**src/rtl/ifetch_pkg.sv**
```systemverilog
// Shared encodings for the instruction-fetch stage.
package ifetch_pkg;

    // Next-PC selection coming from the control unit
    typedef enum logic [1:0] {
        NPC_PC4   = 2'b00,
        NPC_PCIMM = 2'b01,
        NPC_JALR  = 2'b10,
        NPC_RSVD  = 2'b11
    } npc_op_e;

    // Fetch FSM states
    typedef enum logic [1:0] {
        FETCH    = 2'd0,
        WAIT_RSP = 2'd1,
        HOLD     = 2'd2,
        ERR      = 2'd3
    } state_e;

    // addi x0, x0, 0
    localparam logic [31:0] NOP = 32'h0000_0013;

endpackage

```
**src/rtl/ifetch_npc_gen.sv**
```systemverilog
// Combinational next-PC generator with misalignment flag.
module ifetch_npc_gen
    import ifetch_pkg::*;
(
    input  logic [31:0] pc,
    input  logic [1:0]  npc_op,
    input  logic [31:0] imm,
    input  logic [31:0] alu_c,
    output logic [31:0] npc,
    output logic        misalign
);

    // Select the next PC; the reserved encoding falls back to sequential
    always_comb begin
        npc = pc + 32'd4;
        case (npc_op)
            NPC_PCIMM: npc = pc + imm;
            NPC_JALR:  npc = alu_c & ~32'd1;
            default:   npc = pc + 32'd4;
        endcase
        // bit0 is always clear (jalr masks it, others stay aligned), so only bit1 matters
        misalign = npc[1];
    end

endmodule

```
**src/rtl/ifetch.sv**
```systemverilog
// Instruction-fetch stage: PC register, IROM handshake FSM, retire counter.
module ifetch
    import ifetch_pkg::*;
#(
    parameter logic [31:0] RESET_PC = 32'h0000_0000,
    parameter int          CNT_W    = 32
) (
    input  logic             clk,
    input  logic             rst_n,
    output logic             imem_req,
    output logic [31:0]      imem_addr,
    input  logic             imem_ready,
    input  logic             imem_rvalid,
    input  logic [31:0]      imem_rdata,
    output logic [31:0]      IF_inst,
    output logic [31:0]      IF_pc,
    output logic             if_valid,
    input  logic             ex_done,
    input  logic [1:0]       npc_op,
    input  logic [31:0]      imm,
    input  logic [31:0]      alu_c,
    output logic             fetch_err,
    output logic [CNT_W-1:0] instret
);

    state_e             state_q, state_d;
    logic [31:0]        pc_q, pc_d;
    logic [31:0]        inst_q, inst_d;
    logic [31:0]        if_pc_q, if_pc_d;
    logic               valid_q, valid_d;
    logic               req_q, req_d;
    logic               err_q, err_d;
    logic [CNT_W-1:0]   instret_q, instret_d;
    logic [31:0]        npc;
    logic               misalign;

    // npc is derived from the PC of the instruction currently held for execute
    ifetch_npc_gen u_npc_gen (
        .pc       (if_pc_q),
        .npc_op   (npc_op),
        .imm      (imm),
        .alu_c    (alu_c),
        .npc      (npc),
        .misalign (misalign)
    );

    // FSM next-state and datapath updates
    always_comb begin
        state_d   = state_q;
        pc_d      = pc_q;
        inst_d    = inst_q;
        if_pc_d   = if_pc_q;
        valid_d   = valid_q;
        err_d     = err_q;
        instret_d = instret_q;
        case (state_q)
            FETCH: begin
                // rvalid deliberately ignored here: drops stale responses after reset
                if (req_q && imem_ready) state_d = WAIT_RSP;
            end
            WAIT_RSP: begin
                if (imem_rvalid) begin
                    inst_d  = imem_rdata;
                    if_pc_d = pc_q;
                    valid_d = 1'b1;
                    state_d = HOLD;
                end
            end
            HOLD: begin
                if (ex_done) begin
                    pc_d      = npc;
                    instret_d = instret_q + CNT_W'(1);
                    valid_d   = 1'b0;
                    if (misalign) begin
                        err_d   = 1'b1;
                        inst_d  = NOP;
                        state_d = ERR;
                    end else begin
                        state_d = FETCH;
                    end
                end
            end
            default: ; // ERR: only reset leaves
        endcase
        // Registered request: no combinational path from rvalid/ex_done to imem_req
        req_d = (state_d == FETCH);
    end

    // All fetch-stage state, cleared asynchronously
    always_ff @(posedge clk or negedge rst_n) begin
        if (!rst_n) begin
            state_q   <= FETCH;
            pc_q      <= RESET_PC;
            inst_q    <= NOP;
            if_pc_q   <= RESET_PC;
            valid_q   <= 1'b0;
            req_q     <= 1'b0;
            err_q     <= 1'b0;
            instret_q <= '0;
        end else begin
            state_q   <= state_d;
            pc_q      <= pc_d;
            inst_q    <= inst_d;
            if_pc_q   <= if_pc_d;
            valid_q   <= valid_d;
            req_q     <= req_d;
            err_q     <= err_d;
            instret_q <= instret_d;
        end
    end

    assign imem_req  = req_q;
    assign imem_addr = pc_q;
    assign IF_inst   = inst_q;
    assign IF_pc     = if_pc_q;
    assign if_valid  = valid_q;
    assign fetch_err = err_q;
    assign instret   = instret_q;

endmodule
```
**config.mk**
```make
export PLATFORM = sky130hd
export DESIGN_NAME = ifetch
export DESIGN_NICKNAME = d
export VERILOG_FILES = /design/src/rtl/ifetch_pkg.sv /design/src/rtl/ifetch_npc_gen.sv /design/src/rtl/ifetch.sv
export SDC_FILE = /design/constraint.sdc
export NUM_CORES = 1
export LEC_CHECK = 0
export BUFFER_PORTS_ARGS = -buffer_cell sky130_fd_sc_hd__buf_2
export CELL_PAD_IN_SITES_DETAIL_PLACEMENT = 1
export CELL_PAD_IN_SITES_GLOBAL_PLACEMENT = 2
export CORE_MARGIN = 2
export CORE_UTILIZATION = 33
export DETAILED_ROUTE_END_ITERATION = 16
export MAX_ROUTING_LAYER = met4
export PLACE_DENSITY_LB_ADDON = 0.1
export SETUP_SLACK_MARGIN = 0.02
export SYNTH_ARGS = -nofsm -noshare
export SYNTH_HDL_FRONTEND = slang
export SYNTH_SLANG_ARGS = --single-unit
```
**constraint.sdc**
```tcl
create_clock -name clk -period 3.59 [get_ports clk]
set_clock_uncertainty 0.05 [all_clocks]
set_input_delay 0.718 -clock clk [delete_from_list [all_inputs] [get_ports clk]]
set_output_delay 0.718 -clock clk [all_outputs]
set_load 0.01 [all_outputs]
```
==> flow_summary_export.csv <==
group,metric,value,unit
status,status,"completed",
logic_synthesis,synth_ff_type,"dfrtp_1",
logic_synthesis,ys_seq_area_share,40.9,%
clock_tree,htreeDepth,4,
floorplan,placementRows,57,
finish,final_cells,1497,
job,cap_violations,0,
critical_path,critPathTopFamily,"compound AO/OA/AOI/OAI gates",
clock_tree,cts.hold.buffers_added,0,
route,vias,7744,
floorplan,die-area,25900,um^2
logic_synthesis,async_flop_share,100,%
clock_tree,cts_inserted_buffers,17,
critical_path,cp_max_fo,4,
critical_path,crit_path_top_delay_cell,"dfrtp_1",
logic_synthesis,synth_warnings,0,
timing,hold_viol,0,
timing,fin_crit_sh,80.3,%
floorplan,io_pins,234,
critical_path,critPathKind,"reg -> reg",
global_route,antenna_found_initial,0,
route,wirelength,29300,um
timing,tns,0,ns
floorplan,core,24200,um^2
global_route,grt_overflow,0,
critical_path,critPathBufInv,1,
placed_design,placed_cells_incl_taps,1465,
critical_path,crit_path_end_kind,"register",
logic_synthesis,syn_area,8140,um^2
placed_design,dp_slack,0.372,ns
clock_tree,path_clk_slew,0.07,ns
timing,setup_viol,0,
logic_synthesis,ys_ff_latch,133,
timing,slew_headroom,40.3,%
clock_tree,clockRootBuffer,"clkbuf_16",
finish,drive_above_1_share,27.8,%
clock_tree,clockBufferDepth,2,
logic_synthesis,synth_cell_types,78,
global_route,grt_pass1_wl,46400,um
finish,utilization,42.5,%
route,drt-initial-drc-count,422,
timing,rsz0062_at_grt,"no",
timing,clock.fmax,0.347,GHz
clock_tree,clk_latency,0.43,ns
floorplan,start_util,33.6,%
global_route,grt_pass1_vias,8114,
timing,period_needed,2.88,ns
timing,slew_viol_final,0,
route,drcViolationCount,0,
timing,worstMarginPinSlew,0.896,ns
route,antenna_left,0,
critical_path,cp.required,3.85,ns
clock_tree,post_cts_resized,0,
finish,antenna_cells,0,
finish,synthToLayoutAreaGrowth,26.7,%
global_route,grt_max_degree,66,
clock_tree,cts_tree,"yes",
route,firstDrtPassIters,4,
clock_tree,post_cts_buffers,0,
min_path,hold_class,"in -> async",
logic_synthesis,avgSynthCellArea,8.71,um^2
finish,fin_nets,1299,
finish,most-common-layout-cells,"nand2_1 (232), buf_2 (231), dfrtp_1 (130)",
logic_synthesis,synth_edf_count,0,
pwr,p_leak,5.16,nW
logic_synthesis,netlist_instances,935,
pwr,vdd_drop_max,0.000280,V
clock_tree,cts.sinks,133,
finish,final_common_cell,"nand2_1",
floorplan,die_h,161,um
critical_path,path_cells,"ha_1 -> inv_1 -> fa_1 -> nor2b_1 -> o31a_1 -> o211ai_2 -> a21oi_1 -> o21ai_0 -> and3_1 -> o21ai_0 -> a21oi_1",
route,wire_per_inst,19.6,um
logic_synthesis,syn_nets,1074,
placed_design,dp_hpwl,21300,um
critical_path,cpPeakStageDelay,0.41,ns
global_route,grt_usage,23.6,%
timing,worst_slack,0.706,ns
floorplan,dieWidth,161,um
placed_design,portBuffers,232,
critical_path,arrival,3.14,ns
critical_path,worst_setup_path_start_kind,"register",
route,via_per_inst,5.17,
placed_design,place_congestion,0.822,
pwr,p_per_area,805,nW/um^2
## path summary, 6_finish.rpt
check,from,endpoint,slack (ns),cells after the start
min,rst_n,IF_inst[21],0.20,1
max reg2reg,IF_pc[0],imem_addr[24],0.71,11
min in group clk,fetch_err,fetch_err,0.42,1
max in group asynchronous,rst_n,IF_inst[4],2.41,2
min reg2reg,fetch_err,fetch_err,0.42,1
max,IF_pc[0],imem_addr[24],0.71,11
## report_power, final
| part | internal (mW) | total (mW) | leakage (nW) | switching, mW |
|---|---|---|---|---|
| Sequential | 2.04 | 2.62 | 1.70 | 0.576 |
| Combinational | 1.53 | 3.77 | 3.16 | 2.24 |
| Clock | 1.12 | 1.91 | 0.296 | 0.796 |
## routing by layer
| metal | routed length [um] | global-route usage, % | vias to the layer above |
|---|---|---|---|
| li1 | - | - | 3736 |
| met1 | 14000 | 31.5 | 3795 |
| met2 | 13700 | 37.9 | 190 |
| met3 | 1150 | 3.72 | 23 |
| met4 | 359 | 5.24 | 0 |
| met5 | 0 | - | - |
## area by class of cell
| cell class | count | area, um^2 |
|---|---|---|
| inverters | 13 | 48.8 |
| clock buffers | 18 | 429 |
| flip-flops and latches | 133 | 3330 |
| fillers | 2958 | 13900 |
| clock inverters | 14 | 189 |
| well taps | 324 | 405 |
| repair buffers | 249 | 1320 |
| multi-input cells | 746 | 4590 |
## logic make-up (layout without fill, tap and decap cells)
group,after synthesis,count (layout),synth area share (%)
multiplexers,2,2,0.261
flip-flops,133,133,40.9
XOR/XNOR,79,79,8.50
adder cells (fa/ha/maj),36,36,5.62
AND/OR/NAND/NOR,384,384,21.8
AO/OA/AOI/OAI,245,245,20.1
buffers and inverters,56,294,2.80
## cells in the mapped netlist, types with 6 or more instances
library cell  number  area, um^2
a211oi_1          11        82.6
a21o_1            27         203
a21oi_1           51         255
a221oi_1          11        96.3
a31oi_1            9        56.3
and2_1             9        56.3
and3_1            16         100
and4_1             9        78.8
buf_2              7        35.0
clkbuf_1          29         109
dfrtp_1          130        3250
ha_1              35         438
inv_1             11        41.3
nand2_1          232         871
nand3_1           25         125
nand4_1           15        93.8
nor2_1            40         150
nor2b_1            6        37.5
o21a_1             7        52.6
o21ai_0           63         315
o21ai_1           10        50.1
o22ai_1           10        62.6
xnor2_1           45         394
xor2_1            34         298
## through the flow
step	cell area, um^2	hold WS (ns)	power [mW]
3_5_place_dp	9690	0.401	6.45
6_report	10300	0.199	8.30
4_1_cts	10300	0.246	8.40
3_3_place_gp	9690	0.397	6.37
5_1_grt	10300	0.255	8.94
2_1_floorplan	8140	0.372	4.96
## worst register-to-register path, cell delays in order, from the launching register on
cell and delay [ns]:
dfrtp_1 0.41, ha_1 0.24, inv_1 0.07, fa_1 0.40
nor2b_1 0.19, o31a_1 0.19, o211ai_2 0.11, a21oi_1 0.22
o21ai_0 0.22, and3_1 0.24, o21ai_0 0.29, a21oi_1 0.11
## registers in the layout (all words and copies together), names as in the netlist
| signal | count |
|---|---|
| instret | 32 |
| if_valid | 1 |
| IF_inst | 32 |
| imem_addr | 32 |
| IF_pc | 32 |
| imem_req | 1 |
| state_q | 2 |
| fetch_err | 1 |
(Power assumes the default switching activity.)
